`config.mk`:
```
export PLATFORM = sky130hd
export DESIGN_NAME = arm_exec_unit_flat
export DESIGN_NICKNAME = d
export VERILOG_FILES = /design/src/rtl/arm_exec_unit_pkg.sv /design/src/rtl/arm_exec_unit_if.sv /design/src/rtl/arm_alu_core.sv /design/src/rtl/arm_val2_gen.sv /design/src/rtl/arm_exec_unit.sv /design/src/flat_wrapper.sv
export SDC_FILE = /design/constraint.sdc
export NUM_CORES = 1
export LEC_CHECK = 0
export ABC_AREA = 1
export CAP_MARGIN = 5
export CORE_UTILIZATION = 40
export DETAILED_ROUTE_END_ITERATION = 8
export MAX_ROUTING_LAYER = met4
export PLACE_DENSITY = 0.65
export SLEW_MARGIN = 20
export SYNTH_ARGS = -nofsm -noshare
export SYNTH_HDL_FRONTEND = slang
export SYNTH_SLANG_ARGS = --single-unit
```
`constraint.sdc`:
```
create_clock -name clk -period 14.9 [get_ports clk]
set_input_delay 2.98 -clock clk [delete_from_list [all_inputs] [get_ports clk]]
set_output_delay 2.98 -clock clk [all_outputs]
set_load 0.01 [all_outputs]
```
`src/rtl/arm_exec_unit_pkg.sv`:
```
// ---------------------------------------------------------------------------
// arm_pkg
// Shared definitions for the ARM-subset execute stage: ALU command codes,
// shifter types, forwarding selects and NZCV bit positions, plus a small
// helper that resolves a forwarding select into an operand value.
// ---------------------------------------------------------------------------
package arm_pkg;

    // ALU operation codes carried in exe_cmd
    localparam logic [3:0] CMD_MOV = 4'b0001;
    localparam logic [3:0] CMD_ADD = 4'b0010;
    localparam logic [3:0] CMD_ADC = 4'b0011;
    localparam logic [3:0] CMD_SUB = 4'b0100;
    localparam logic [3:0] CMD_SBC = 4'b0101;
    localparam logic [3:0] CMD_AND = 4'b0110;
    localparam logic [3:0] CMD_ORR = 4'b0111;
    localparam logic [3:0] CMD_EOR = 4'b1000;
    localparam logic [3:0] CMD_MVN = 4'b1001;

    // Immediate-shift types taken from shift_operand[6:5]
    typedef enum logic [1:0] {
        SH_LSL = 2'b00,
        SH_LSR = 2'b01,
        SH_ASR = 2'b10,
        SH_ROR = 2'b11
    } shift_t;

    // Forwarding selects; code 2'b11 also falls back to the register value
    localparam logic [1:0] FWD_REG = 2'b00;
    localparam logic [1:0] FWD_MEM = 2'b01;
    localparam logic [1:0] FWD_WB  = 2'b10;

    // Bit positions inside the {N,Z,C,V} nibble
    localparam int FLAG_N = 3;
    localparam int FLAG_Z = 2;
    localparam int FLAG_C = 1;
    localparam int FLAG_V = 0;

    // Pick the register value or one of the two bypassed results.
    function automatic logic [31:0] fwd_sel(input logic [1:0]  sel,
                                            input logic [31:0] regVal,
                                            input logic [31:0] memVal,
                                            input logic [31:0] wbVal);
        case (sel)
            FWD_MEM: fwd_sel = memVal;
            FWD_WB:  fwd_sel = wbVal;
            default: fwd_sel = regVal;
        endcase
    endfunction

endpackage

```
`src/rtl/arm_exec_unit_if.sv`:
```
// ---------------------------------------------------------------------------
// arm_exec_unit_if
// Bundles every datapath signal of the execute stage. The slave modport is
// the view of the execute unit itself (instruction fields in, results out);
// the master modport is the view of whoever feeds it (ID/EX side).
//   in : pc, val_rn, val_rm, alu_mem_val, wb_val, sel_src1, sel_src2,
//        exe_cmd, mem_r_en, mem_w_en, imm, s_update, shift_operand,
//        signed_imm_24
//   out: alu_result, br_addr, status, sr_q, val_rm_exec
// ---------------------------------------------------------------------------
interface arm_exec_unit_if #(parameter int WIDTH = 32);

    logic [WIDTH-1:0] pc;
    logic [WIDTH-1:0] val_rn;
    logic [WIDTH-1:0] val_rm;
    logic [WIDTH-1:0] alu_mem_val;
    logic [WIDTH-1:0] wb_val;
    logic [1:0]       sel_src1;
    logic [1:0]       sel_src2;
    logic [3:0]       exe_cmd;
    logic             mem_r_en;
    logic             mem_w_en;
    logic             imm;
    logic             s_update;
    logic [11:0]      shift_operand;
    logic [23:0]      signed_imm_24;

    logic [WIDTH-1:0] alu_result;
    logic [WIDTH-1:0] br_addr;
    logic [3:0]       status;
    logic [3:0]       sr_q;
    logic [WIDTH-1:0] val_rm_exec;

    modport slave (
        input  pc, val_rn, val_rm, alu_mem_val, wb_val, sel_src1, sel_src2,
               exe_cmd, mem_r_en, mem_w_en, imm, s_update, shift_operand,
               signed_imm_24,
        output alu_result, br_addr, status, sr_q, val_rm_exec
    );

    modport master (
        output pc, val_rn, val_rm, alu_mem_val, wb_val, sel_src1, sel_src2,
               exe_cmd, mem_r_en, mem_w_en, imm, s_update, shift_operand,
               signed_imm_24,
        input  alu_result, br_addr, status, sr_q, val_rm_exec
    );

endinterface

```
`src/rtl/arm_alu_core.sv`:
```
// ---------------------------------------------------------------------------
// arm_alu_core
// Combinational ALU with NZCV generation.
//   a_i, b_i   operands (forwarded Rn and Val2)
//   cmd_i      exe_cmd operation code
//   c_i, v_i   current registered C and V (carry-in and held flags)
//   result_o   ALU result
//   status_o   {N,Z,C,V} for this operation
// ---------------------------------------------------------------------------
module arm_alu_core
    import arm_pkg::*;
#(
    parameter int WIDTH = 32
) (
    input  logic [WIDTH-1:0] a_i,
    input  logic [WIDTH-1:0] b_i,
    input  logic [3:0]       cmd_i,
    input  logic             c_i,
    input  logic             v_i,
    output logic [WIDTH-1:0] result_o,
    output logic [3:0]       status_o
);

    logic [WIDTH:0] sumWide;
    logic           carryOut;
    logic           ovfOut;

    // Arithmetic is done one bit wider so the carry out of the top bit falls
    // out of the sum. Subtraction is A + ~B + 1 (or + C for SBC), which makes
    // C mean "no borrow". Logical ops and unknown codes keep C and V.
    always_comb begin
        sumWide  = '0;
        result_o = '0;
        carryOut = c_i;
        ovfOut   = v_i;
        case (cmd_i)
            CMD_MOV: result_o = b_i;
            CMD_MVN: result_o = ~b_i;
            CMD_ADD, CMD_ADC: begin
                sumWide  = {1'b0, a_i} + {1'b0, b_i}
                         + {{WIDTH{1'b0}}, (cmd_i == CMD_ADC) & c_i};
                result_o = sumWide[WIDTH-1:0];
                carryOut = sumWide[WIDTH];
                ovfOut   = (a_i[WIDTH-1] == b_i[WIDTH-1])
                         && (result_o[WIDTH-1] != a_i[WIDTH-1]);
            end
            CMD_SUB, CMD_SBC: begin
                sumWide  = {1'b0, a_i} + {1'b0, ~b_i}
                         + {{WIDTH{1'b0}}, (cmd_i == CMD_SBC) ? c_i : 1'b1};
                result_o = sumWide[WIDTH-1:0];
                carryOut = sumWide[WIDTH];
                ovfOut   = (a_i[WIDTH-1] != b_i[WIDTH-1])
                         && (result_o[WIDTH-1] != a_i[WIDTH-1]);
            end
            CMD_AND: result_o = a_i & b_i;
            CMD_ORR: result_o = a_i | b_i;
            CMD_EOR: result_o = a_i ^ b_i;
            default: result_o = '0;
        endcase
    end

    // Pack the flags in NZCV order
    always_comb begin
        status_o         = '0;
        status_o[FLAG_N] = result_o[WIDTH-1];
        status_o[FLAG_Z] = (result_o == '0);
        status_o[FLAG_C] = carryOut;
        status_o[FLAG_V] = ovfOut;
    end

endmodule

```
`src/rtl/arm_val2_gen.sv`:
```
// ---------------------------------------------------------------------------
// arm_val2_gen
// Builds the ALU's second operand. Loads/stores use the raw 12-bit offset,
// data-processing immediates use the rotated 8-bit constant, and everything
// else uses the forwarded Rm passed through the immediate shifter.
//   rm_i            forwarded Rm value
//   shift_operand_i 12-bit shifter field
//   imm_i           I bit
//   mem_en_i        load or store in flight
//   val2_o          resulting operand
// ---------------------------------------------------------------------------
module arm_val2_gen
    import arm_pkg::*;
#(
    parameter int WIDTH = 32
) (
    input  logic [WIDTH-1:0] rm_i,
    input  logic [11:0]      shift_operand_i,
    input  logic             imm_i,
    input  logic             mem_en_i,
    output logic [WIDTH-1:0] val2_o
);

    logic [4:0]         shiftAmt;
    logic [4:0]         rotAmt;
    logic [WIDTH-1:0]   immWord;
    logic [2*WIDTH-1:0] rotWide;
    logic               unused_regShiftBit;

    assign shiftAmt = shift_operand_i[11:7];
    assign rotAmt   = {shift_operand_i[11:8], 1'b0};
    assign immWord  = {{(WIDTH-8){1'b0}}, shift_operand_i[7:0]};

    // Bit 4 would select a register-specified shift, which this core does
    // not implement, so it is deliberately left out of the decode.
    assign unused_regShiftBit = shift_operand_i[4];

    // Operand selection. Rotates are done by shifting a doubled copy of the
    // word so that a rotate of zero needs no special case; LSL/LSR/ASR by
    // zero naturally leave Rm untouched.
    always_comb begin
        val2_o  = rm_i;
        rotWide = '0;
        if (mem_en_i) begin
            val2_o = {{(WIDTH-12){1'b0}}, shift_operand_i};
        end else if (imm_i) begin
            rotWide = {immWord, immWord} >> rotAmt;
            val2_o  = rotWide[WIDTH-1:0];
        end else begin
            case (shift_t'(shift_operand_i[6:5]))
                SH_LSL: val2_o = rm_i << shiftAmt;
                SH_LSR: val2_o = rm_i >> shiftAmt;
                SH_ASR: val2_o = $signed(rm_i) >>> shiftAmt;
                default: begin
                    rotWide = {rm_i, rm_i} >> shiftAmt;
                    val2_o  = rotWide[WIDTH-1:0];
                end
            endcase
        end
    end

endmodule

```
`src/rtl/arm_exec_unit.sv`:
```
// ---------------------------------------------------------------------------
// arm_exec_unit
// Execute stage of the 5-stage ARM-subset pipeline: operand forwarding,
// Val2 generation, ALU, branch target adder and the NZCV status register.
//   clk   rising edge updates the status register only
//   rst   asynchronous active-low reset of the status register
//   bus   arm_exec_unit_if.slave carrying instruction fields and results
// All outputs except sr_q are purely combinational.
// ---------------------------------------------------------------------------
module arm_exec_unit
    import arm_pkg::*;
#(
    parameter int WIDTH = 32
) (
    input  logic                   clk,
    input  logic                   rst,
    arm_exec_unit_if.slave         bus
);

    logic [WIDTH-1:0] op1;
    logic [WIDTH-1:0] rmF;
    logic [WIDTH-1:0] val2;
    logic [3:0]       statusNow;
    logic [3:0]       sr_q;
    logic [3:0]       sr_d;

    // Operand bypass from the MEM and WB stages
    assign op1 = fwd_sel(bus.sel_src1, bus.val_rn, bus.alu_mem_val, bus.wb_val);
    assign rmF = fwd_sel(bus.sel_src2, bus.val_rm, bus.alu_mem_val, bus.wb_val);

    arm_val2_gen #(.WIDTH(WIDTH)) u_val2 (
        .rm_i            (rmF),
        .shift_operand_i (bus.shift_operand),
        .imm_i           (bus.imm),
        .mem_en_i        (bus.mem_r_en | bus.mem_w_en),
        .val2_o          (val2)
    );

    arm_alu_core #(.WIDTH(WIDTH)) u_alu (
        .a_i      (op1),
        .b_i      (val2),
        .cmd_i    (bus.exe_cmd),
        .c_i      (sr_q[FLAG_C]),
        .v_i      (sr_q[FLAG_V]),
        .result_o (bus.alu_result),
        .status_o (statusNow)
    );

    // Branch target: word offset, sign-extended, relative to the carried PC
    assign bus.br_addr = bus.pc
                       + {{(WIDTH-26){bus.signed_imm_24[23]}}, bus.signed_imm_24, 2'b00};

    assign bus.status      = statusNow;
    assign bus.val_rm_exec = rmF;
    assign bus.sr_q        = sr_q;

    // Next status: capture the live flags only for S-bit instructions
    always_comb begin
        sr_d = sr_q;
        if (bus.s_update) begin
            sr_d = statusNow;
        end
    end

    // Status register; reset clears it immediately, without waiting for clk
    always_ff @(posedge clk or negedge rst) begin
        if (!rst) begin
            sr_q <= '0;
        end else begin
            sr_q <= sr_d;
        end
    end

endmodule

```
`src/flat_wrapper.sv`:
```
// flat-port wrapper written by rule: the top's interface ports become plain ports
module arm_exec_unit_flat import arm_pkg::*;
#(
    parameter int WIDTH = 32
)
  (clk, rst, bus_pc, bus_val_rn, bus_val_rm, bus_alu_mem_val, bus_wb_val, bus_sel_src1, bus_sel_src2, bus_exe_cmd, bus_mem_r_en, bus_mem_w_en, bus_imm, bus_s_update, bus_shift_operand, bus_signed_imm_24, bus_alu_result, bus_br_addr, bus_status, bus_sr_q, bus_val_rm_exec);
  arm_exec_unit_if #(.WIDTH(WIDTH)) bus_i ();
  input  logic clk;
  input  logic rst;
  input wire logic [$bits(bus_i.pc)-1:0] bus_pc;
  input wire logic [$bits(bus_i.val_rn)-1:0] bus_val_rn;
  input wire logic [$bits(bus_i.val_rm)-1:0] bus_val_rm;
  input wire logic [$bits(bus_i.alu_mem_val)-1:0] bus_alu_mem_val;
  input wire logic [$bits(bus_i.wb_val)-1:0] bus_wb_val;
  input wire logic [$bits(bus_i.sel_src1)-1:0] bus_sel_src1;
  input wire logic [$bits(bus_i.sel_src2)-1:0] bus_sel_src2;
  input wire logic [$bits(bus_i.exe_cmd)-1:0] bus_exe_cmd;
  input wire logic [$bits(bus_i.mem_r_en)-1:0] bus_mem_r_en;
  input wire logic [$bits(bus_i.mem_w_en)-1:0] bus_mem_w_en;
  input wire logic [$bits(bus_i.imm)-1:0] bus_imm;
  input wire logic [$bits(bus_i.s_update)-1:0] bus_s_update;
  input wire logic [$bits(bus_i.shift_operand)-1:0] bus_shift_operand;
  input wire logic [$bits(bus_i.signed_imm_24)-1:0] bus_signed_imm_24;
  output wire logic [$bits(bus_i.alu_result)-1:0] bus_alu_result;
  output wire logic [$bits(bus_i.br_addr)-1:0] bus_br_addr;
  output wire logic [$bits(bus_i.status)-1:0] bus_status;
  output wire logic [$bits(bus_i.sr_q)-1:0] bus_sr_q;
  output wire logic [$bits(bus_i.val_rm_exec)-1:0] bus_val_rm_exec;
  assign bus_i.pc = bus_pc;
  assign bus_i.val_rn = bus_val_rn;
  assign bus_i.val_rm = bus_val_rm;
  assign bus_i.alu_mem_val = bus_alu_mem_val;
  assign bus_i.wb_val = bus_wb_val;
  assign bus_i.sel_src1 = bus_sel_src1;
  assign bus_i.sel_src2 = bus_sel_src2;
  assign bus_i.exe_cmd = bus_exe_cmd;
  assign bus_i.mem_r_en = bus_mem_r_en;
  assign bus_i.mem_w_en = bus_mem_w_en;
  assign bus_i.imm = bus_imm;
  assign bus_i.s_update = bus_s_update;
  assign bus_i.shift_operand = bus_shift_operand;
  assign bus_i.signed_imm_24 = bus_signed_imm_24;
  assign bus_alu_result = bus_i.alu_result;
  assign bus_br_addr = bus_i.br_addr;
  assign bus_status = bus_i.status;
  assign bus_sr_q = bus_i.sr_q;
  assign bus_val_rm_exec = bus_i.val_rm_exec;
  arm_exec_unit #(.WIDTH(WIDTH)) u_core (.clk(clk), .rst(rst), .bus(bus_i));
endmodule
```
; After elaboration in Yosys (flattened, before gate mapping)
; Cells that the tools add are included.
; W data, S select, Z words.
[word_totals]
register_bits = 4
inputBits = 210
out_inout_bits = 104
elab_cells = 51
[classes]
n_addsub = 5
eq_ne = 19
n_shift = 5
n_mux = 9
n_bitwise = 6
n_reduce_logical = 6
[op_table]
columns = op, n
row1 = $pmux W32 S7, 1
row2 = $pmux W32 S2, 2
row3 = $pmux W32 S3, 1
row4 = $add A32 B32 Y33, 2
row5 = $add A33 B1 Y33, 2
row6 = $mux W32, 2
row7 = $shr A64 B5 Y32, 1
row8 = $shr A40 B5 Y32, 1
row9 = $add A32 B32 Y32, 1
row10 = $and A32 B32 Y32, 1
row11 = $logic_not A32 Y1, 1
row12 = $not A32 Y32, 1
row13 = $or A32 B32 Y32, 1
row14 = $shl A32 B5 Y32, 1
row15 = $shr A32 B5 Y32, 1
row16 = $sshr A32 B5 Y32, 1
row17 = $xor A32 B32 Y32, 1
row18 = $eq A4 B3 Y1 const B, 4
row19 = $eq A4 B2 Y1 const B, 2
row20 = $eq A4 B4 Y1 const B, 2
row21 = $eq A2 B1 Y1 const B, 3
row22 = $eq A2 B2 Y1 const B, 3
row23 = $eq A4 B1 Y1 const B, 1
row24 = $pmux W1 S2, 2
row25 = other kinds (8), 12

; Depth between registers and ports, before layout
; Gate-level depths: netlist (run 1).
[logic_depth]
word_depth = 12
mapped_depth = 48
ltp_nobuf = 46

; Modules after synthesis
; Synthesis (run 1) repeated with hierarchy kept, for this count alone.
[hier_totals]
cells_unflattened = 3269
hier_area_um2 = 15961.6
[by_module_without_submodules]
columns = mod, instances, cells_per_inst, area_per_inst_um2, seq_area_each_um2
row1 = arm_alu_core, 1, 1424, 7193.1, 0.0
row2 = arm_val2_gen, 1, 1098, 5098.6, 0.0
row3 = arm_exec_unit, 1, 747, 3669.8, 100.1

; Least setup slack after synthesis (run 1)
; No wires, ideal clock.
[synth_timing]
kind = input to output
start = input port bus_sel_src2[0]
end = output port bus_status[2]
t_arrival_ns = 7.558
required_ns = 11.920
path_slack_ns = 4.362
cell_stages = 44
n_path_buf = 2
cell_sequence = inv_1 -> ha_1 -> inv_2 -> buf_6 -> buf_8 -> nand3_2 -> nand3_2 -> nor2_1 -> inv_2 -> nor2_1 -> nand2_1 -> o21ai_0 -> o21bai_1 -> nand2_1 -> nand2_1 -> inv_1 -> fa_1 -> inv_1 -> [... 8 more ...] -> nand2_1 -> a21oi_1 -> o21bai_1 -> nand3_1 -> nand3_1 -> nand2_1 -> nand2_1 -> nand2_1 -> nand2_1 -> nor2_1 -> nor2_1 -> nand2_1 -> nor2_1 -> nand3_1 -> nor2_1 -> nand3_1 -> nor2_1 -> and2_1
[synth_via]
elab_chain_cells = 11
word_cells_on_any_way = 20
cone_classes = add/sub (4) / eq/ne (2) / shift (4) / mux (5) / bitwise (4) / reduce/logical (1)
[synth_lines]
columns = element, line_no
row1 = from (decl), flat_wrapper.sv:16  ; input wire logic [$bits(bus_i.sel_src2)-1:0] bus_sel_src2;
row2 = $eq A2 B2 Y1 or $eq A2 B1 Y1 (tied branches), arm_exec_unit_pkg.sv:44  ; case (sel)
row3 = $pmux W32 S2 (*), arm_exec_unit_pkg.sv:44
row4 = "$shr A64 B5 Y32, or another cell as far along", arm_val2_gen.sv:55  ; rotWide = {rm_i, rm_i} >> shiftAmt;
row5 = $pmux W32 S3 (*), arm_val2_gen.sv:50  ; case (shift_t'(shift_operand_i[6:5]))
row6 = $mux W32 (*), arm_val2_gen.sv:46  ; end else if (imm_i) begin
row7 = $mux W32 (*), arm_val2_gen.sv:44  ; if (mem_en_i) begin
row8 = $not A32 Y32, "arm_alu_core.sv:38, arm_alu_core.sv:48"
row9 = $add A32 B32 Y33, arm_alu_core.sv:48  ; sumWide = {1'b0, a_i} + {1'b0, ~b_i}
row10 = $add A33 B1 Y33, arm_alu_core.sv:49  ; + {{WIDTH{1'b0}}, (cmd_i == CMD_SBC) ? c_i : 1'b1};
row11 = $pmux W32 S7 (*), arm_alu_core.sv:36  ; case (cmd_i)
row12 = via bus_alu_result[18], flat_wrapper.sv:24  ; output wire logic [$bits(bus_i.alu_result)-1:0] bus_alu_result;
row13 = $logic_not A32 Y1 (*), arm_alu_core.sv:66  ; status_o[FLAG_Z] = (result_o == '0);
row14 = to (decl), flat_wrapper.sv:26  ; output wire logic [$bits(bus_i.status)-1:0] bus_status;
; The timed path passes the listed nets; every way through them passes the cells marked *.

; Worst setup path after layout (run 1)
[layout_timing]
start = input port bus_sel_src2[0]
end = output port bus_status[2]
[layout_via]
elab_chain_cells = 11
word_cells_on_any_way = 20
cone_classes = add/sub (4) / eq/ne (2) / shift (4) / mux (5) / bitwise (4) / reduce/logical (1)
[layout_lines]
columns = element, line_no
row1 = $eq A2 B2 Y1 or $eq A2 B1 Y1 (tied branches), arm_exec_unit_pkg.sv:44
row2 = $pmux W32 S2 (*), arm_exec_unit_pkg.sv:44
row3 = "$shr A64 B5 Y32, or another cell as far along", arm_val2_gen.sv:55
row4 = $pmux W32 S3 (*), arm_val2_gen.sv:50
row5 = $mux W32 (*), arm_val2_gen.sv:46
row6 = $mux W32 (*), arm_val2_gen.sv:44
row7 = $not A32 Y32, "arm_alu_core.sv:38, arm_alu_core.sv:48"
row8 = $add A32 B32 Y33, arm_alu_core.sv:48
row9 = $add A33 B1 Y33, arm_alu_core.sv:49
row10 = $pmux W32 S7 (*), arm_alu_core.sv:36
row11 = $logic_not A32 Y1 (*), arm_alu_core.sv:66
; Mark *: on every way between the ends. The rest lies on a longest branch, timed or not.

==> impl_metrics.env, run 1 <==
export IMPL_pin_count=314
export IMPL_dieHeight_um=192.2
export IMPL_antenna_found_initial=0
export IMPL_syn_to_final_growth_pct=23.29
export IMPL_place_gp_congestion=1.092
export IMPL_rows=69
export IMPL_crit_path_max_incr_delay_ns=0.61
export IMPL_min_period_ns=13.71
export IMPL_clk_pin_slew_ns=0.03
export IMPL_clock_path_buffers=2
export IMPL_gr_total_overflow=0
export IMPL_arrival_ns=10.73
export IMPL_synth_edf_count=0
export IMPL_slew_limit_headroom_pct=21.30
export IMPL_grt_pass1_vias=19160
export IMPL_drt_initial_drc_count=2529
export IMPL_antennaDiodeCount=0
export IMPL_drt_total_wl_um=82410
export IMPL_grt_use_total_pct=44.72
export IMPL_syn_area_um2=14480
export IMPL_floorplan_initialDensity_pct=40.70
export IMPL_async_reset_ff_share_pct=100.0
export IMPL_tritoncts="built"
export IMPL_vdd_ir_drop_max_mv=0.08918
export IMPL_yosys_warnings=0
export IMPL_grt_max_degree=83
export IMPL_synthFlopType="dfrtp_1"
export IMPL_drc=0
export IMPL_post_route_period_util_pct=92.00
export IMPL_drtAntennaViolNets=0
export IMPL_power_density_nw_per_um2=60.17
export IMPL_synth_cells=2765
export IMPL_core_area_um2=35570
export IMPL_fin_util_pct=50.18
export IMPL_tightest_slew_ns=1.168
export IMPL_synth_cell_type_count=60
export IMPL_ys_seq_area_share_pct=0.6914
export IMPL_cts_sinks=4
export IMPL_post_cts_buffers=0
export IMPL_max_freq_mhz=72.95
export IMPL_slowest_stage="inv_2"
export IMPL_cp_start_kind="primary input"
export IMPL_power_leakage_nw=8.881
export IMPL_cts_repair_resize_count=0
export IMPL_wl_per_cell_um=23.96
export IMPL_instances_no_fill=3439
export IMPL_drive_above_1_share_pct=7.488
export IMPL_final_cell_mix="nand2_1, nand3_1, clkdlybuf4s50_1, inv_1, nor2_1"
export IMPL_ys_ff_latch=4
export IMPL_cts_made_buffers=3
export IMPL_syn_nets=3102
export IMPL_worst_slack_ns=1.192
export IMPL_die_x_um=192.2
export IMPL_tns_ns=0
export IMPL_dr_pass1_iters=8
export IMPL_finClkSkew_ns=0.0007855
export IMPL_numPortBuffers=309
export IMPL_die_area_um2=36960
export IMPL_postSynthAreaPerCell_um2=5.236
export IMPL_num_vias=21030
export IMPL_rsz0062_at_grt="no"
export IMPL_largest_reg_flops=4
export IMPL_cts_root_buf="clkbuf_16"
export IMPL_status="complete, no violations"
export IMPL_dp_hpwl_um=67680
export IMPL_cap_viol_max_count=0
export IMPL_hold_violations=0
export IMPL_maxSlewViolCount=0
export IMPL_worst_ep_required_time_ns=11.92
export IMPL_fillers=3901
export IMPL_timing_critical_path_mode_cell="nand2_1"
export IMPL_whs_ns=0.4900
export IMPL_cts_hold_buf=0
export IMPL_layout_commonest_cell="nand2_1"
export IMPL_grt_pass1_wl_um=119900
export IMPL_reg_top3="u_core.bus.sr_q (4)"
export IMPL_nNetsFinal=3317
export IMPL_setup_violations=0
export IMPL_hold_path_class="reg2reg"
export IMPL_dp_cells=3436
export IMPL_htree_levels=1
export IMPL_criticalPathCategory="in2out"
export IMPL_via_per_inst=6.116
export IMPL_critPathMaxFanout=52
export IMPL_end_kind="output pin"
export IMPL_max_flop_register="u_core.bus.sr_q"
export IMPL_dp_worst_setup_slack_ns=1.443
export IMPL_clk_latency_ns=0.22
[final timing paths]
check | endpoint | from | cells after the start | slack (ns)
max reg2reg | u_core.bus.sr_q[2]$_DFFE_PN0P_ | u_core.bus.sr_q[1]$_DFFE_PN0P_ | 30 | 10.10
min | u_core.bus.sr_q[2]$_DFFE_PN0P_ | u_core.bus.sr_q[2]$_DFFE_PN0P_ | 2 | 0.49
min in group asynchronous | u_core.bus.sr_q[0]$_DFFE_PN0P_ | rst | 1 | 2.96
min reg2reg | u_core.bus.sr_q[2]$_DFFE_PN0P_ | u_core.bus.sr_q[2]$_DFFE_PN0P_ | 2 | 0.49
max in group asynchronous | u_core.bus.sr_q[2]$_DFFE_PN0P_ | rst | 1 | 11.77
max | bus_status[2] | bus_sel_src2[0] | 46 | 1.19
[final cells by class]
class	count	area [µm²]	share of cell area (%)
Clock buffer	3	75.07	0.4206
Inverter	312	1171	6.561
Multi-Input combinational cell	2306	12510	70.12
Sequential cell	4	100.1	0.5608
Tap cell	461	576.8	3.232
Timing Repair Buffer	353	3411	19.11
[cells by family (layout without fill, tap and decap cells)]
family	after synthesis	count (layout)	share of synthesized area (%)
fa+ha+maj	127	127	11.24
compound gates	461	461	19.57
flops	4	4	0.6915
mux	1	1	0.06915
buf+inv	455	668	12.97
xor+xnor	33	33	1.996
simple gates	1684	1684	53.47
[worst max-delay path, delay by kind of cell]
kind	cells	cell delay, ns
AOI/OAI and AO/OA	5	0.89
adders and majority gates	3	0.89
buffers and inverters	7	2.19
and+or+nand+nor	31	3.74
[cells in the mapped netlist (12+ instances only)]
cell type	instances	area (µm²)
a21oi_1	134	670.6
clkbuf_1	55	206.5
nand3_1	485	2427
nand4_1	41	256.5
a221o_1	33	330.3
o211ai_1	12	90.09
o21ai_1	24	120.1
nand2_2	75	469.2
inv_2	15	56.30
buf_1	14	52.55
o22ai_1	24	150.1
a221oi_1	17	148.9
o21ai_0	145	725.7
buf_2	52	260.3
buf_4	17	127.6
xor2_1	23	201.4
nand3_2	32	320.3
nor2_1	178	668.1
nand2_4	12	135.1
nand2_1	773	2902
ha_1	122	1526
nor3_1	27	135.1
inv_1	291	1092
or2_1	26	162.7
[report_power, final]
part           internal (mW)  total, mW  leakage, nW  switching [mW]
Combinational          0.359       1.02         8.79           0.658
Sequential            0.0125     0.0156       0.0523         0.00312
Clock                 0.0343     0.0416       0.0370         0.00729
[stage by stage]
stage	area, µm²	total power, mW
after floorplan	14480	0.6089
after global placement	17770	0.9865
after detailed placement	17770	0.9925
after CTS	17850	1.039
after global routing	17850	1.151
final	17850	1.074
[per-layer routing]
metal / global-route usage, % / part of all wire [%] / vias up
li1: - / - / 9715
met1: 56.11 / 40 / 9734
met2: 68.72 / 43 / 1345
met3: 6.011 / 10 / 239
met4: 24.89 / 6.9 / 0
met5: - / 0 / -
Note: power is estimated with default switching activity, not from simulation.
==> run 2, diff against run 1 <==
--- a/config.mk
+++ b/config.mk
@@ -7,11 +7,11 @@
 export LEC_CHECK = 0
 export ABC_AREA = 1
 export CAP_MARGIN = 5
-export CORE_UTILIZATION = 40
+export CORE_UTILIZATION = 42
 export DETAILED_ROUTE_END_ITERATION = 8
 export MAX_ROUTING_LAYER = met4
-export PLACE_DENSITY = 0.65
-export SLEW_MARGIN = 20
+export PLACE_DENSITY = 0.68
+export SLEW_MARGIN = 30
 export SYNTH_ARGS = -nofsm -noshare
 export SYNTH_HDL_FRONTEND = slang
 export SYNTH_SLANG_ARGS = --single-unit
==> impl_metrics.env, run 2 (synthesis gave the netlist of run 1 again) <==
export IMPL_status="complete, no violations"
export IMPL_core_area_um2=33700
export IMPL_slowest_stage="clkinv_2"
export IMPL_cap_viol_max_count=0
export IMPL_tritoncts="built"
export IMPL_clk_pin_slew_ns=0.03
export IMPL_ff2ff_path_depth=26
export IMPL_reg2reg_to="u_core.bus.sr_q[2]$_DFFE_PN0P_"
export IMPL_cts_sinks=4
export IMPL_die_x_um=187.7
export IMPL_multi_input_area_um2=12520
export IMPL_via_per_inst=6.191
export IMPL_tightest_slew_ns=1.039
export IMPL_gr_total_overflow=0
export IMPL_post_cts_buffers=0
export IMPL_reg_top3="u_core.bus.sr_q (4)"
export IMPL_total_power_mw=1.067
export IMPL_dr_pass1_iters=8
export IMPL_power_density_nw_per_um2=60.07
export IMPL_min_period_ns=14.17
export IMPL_htree_levels=1
export IMPL_reg2reg_slack_ns=9.84
export IMPL_post_route_period_util_pct=95.13
export IMPL_floorplan_initialDensity_pct=42.96
export IMPL_dieHeight_um=187.7
export IMPL_grt_use_total_pct=45.15
export IMPL_dp_worst_setup_slack_ns=1.089
export IMPL_criticalPathCategory="in2out"
export IMPL_critPathMaxFanout=63
export IMPL_crit_path_start="bus_sel_src2[0]"
export IMPL_cp_start_kind="primary input"
export IMPL_cts_hold_buf=0
export IMPL_syn_to_final_growth_pct=22.76
export IMPL_setup_violations=0
export IMPL_hold_path_class="reg2reg"
export IMPL_timing_critical_path_mode_cell="nand2_1"
export IMPL_cts_made_buffers=3
export IMPL_hold_violations=0
export IMPL_cts_repair_resize_count=0
export IMPL_pin_count=314
export IMPL_drtAntennaViolNets=0
export IMPL_slew_limit_headroom_pct=30.00
export IMPL_power_leakage_nw=8.843
export IMPL_crit_path_max_incr_delay_ns=0.61
export IMPL_cp_endpoint="bus_status[2]"
export IMPL_num_vias=21170
export IMPL_final_cell_mix="nand2_1, nand3_1, clkdlybuf4s50_1, inv_1, nor2_1"
export IMPL_drc=0
export IMPL_place_gp_congestion=1.160
export IMPL_grt_pass1_vias=19460
export IMPL_clk_latency_ns=0.22
export IMPL_tns_ns=0
export IMPL_worst_ep_required_time_ns=11.92
export IMPL_drive_above_1_share_pct=7.338
export IMPL_largest_reg_flops=4
export IMPL_grt_max_degree=75
export IMPL_max_freq_mhz=70.55
export IMPL_clock_path_buffers=2
export IMPL_grt_pass1_wl_um=118700
export IMPL_layout_commonest_cell="nand2_1"
export IMPL_arrival_ns=11.19
export IMPL_maxSlewViolCount=0
export IMPL_fillers=3619
export IMPL_antenna_found_initial=0
export IMPL_worst_slack_ns=0.7257
export IMPL_whs_ns=0.4907
export IMPL_antennaDiodeCount=0
export IMPL_r2r_start="u_core.bus.sr_q[1]$_DFFE_PN0P_"
export IMPL_nNetsFinal=3310
export IMPL_dp_hpwl_um=65550
export IMPL_numPortBuffers=309
export IMPL_finClkSkew_ns=0.0003394
export IMPL_drt_total_wl_um=80380
export IMPL_max_flop_register="u_core.bus.sr_q"
export IMPL_end_kind="output pin"
export IMPL_wl_per_cell_um=23.51
export IMPL_vdd_ir_drop_max_mv=0.1078
export IMPL_rows=67
export IMPL_seq_area_um2=100.1
export IMPL_die_area_um2=35210
export IMPL_drt_initial_drc_count=2649
export IMPL_rsz0062_at_grt="no"
export IMPL_cts_root_buf="clkbuf_16"
run 2: worst min path at each step:
stage / from / end / slack (ns) / cells after the start
after floorplan: u_core.bus.sr_q[0]$_DFFE_PN0P_ / u_core.bus.sr_q[0]$_DFFE_PN0P_ / 0.47 / 2
after global placement: u_core.bus.sr_q[2]$_DFFE_PN0P_ / u_core.bus.sr_q[2]$_DFFE_PN0P_ / 0.47 / 2
final: u_core.bus.sr_q[2]$_DFFE_PN0P_ / u_core.bus.sr_q[2]$_DFFE_PN0P_ / 0.49 / 2
after CTS: u_core.bus.sr_q[2]$_DFFE_PN0P_ / u_core.bus.sr_q[2]$_DFFE_PN0P_ / 0.49 / 2
after detailed placement: u_core.bus.sr_q[2]$_DFFE_PN0P_ / u_core.bus.sr_q[2]$_DFFE_PN0P_ / 0.48 / 2
after global routing: u_core.bus.sr_q[2]$_DFFE_PN0P_ / u_core.bus.sr_q[2]$_DFFE_PN0P_ / 0.55 / 2
run 2: where the power goes:
part	internal, mW	leakage [nW]	switching, mW
combinational	0.356	8.75	0.654
clock	0.0342	0.0370	0.00709
sequential	0.0125	0.0523	0.00320
run 2: per-layer routing:
metal	part of all wire (%)	wire, µm	global-route usage [%]	vias up
li1	-	-	-	9691
met1	39	31180	55.78	9786
met2	42	34140	68.19	1414
met3	11	8729	6.962	275
met4	7.9	6330	28.96	0
met5	0	0	-	-
run 2: cell type report:
cell class	instances	area share [%]
Multi-Input combinational cell	2306	70.44
Timing Repair Buffer	346	18.83
Inverter	312	6.597
Tap cell	448	3.154
Sequential cell	4	0.5633
Clock buffer	3	0.4224
run 2: critical path, delay by kind of cell:
family | cells | cell delay (ns)
AO/OA/AOI/OAI | 5 | 1.35
adder cells (fa/ha/maj) | 2 | 0.68
buffers and inverters | 6 | 2.07
AND/OR/NAND/NOR | 29 | 4.09
run 2: stage by stage:
step                util, %  std cells  instance area, µm²
floorplan                 -       2765               14480
global placement      52.50       3416               17690
detailed placement    52.50       3416               17690
CTS                   52.72       3419               17770
global route          52.73       3419               17770
finish                52.73       3419               17770
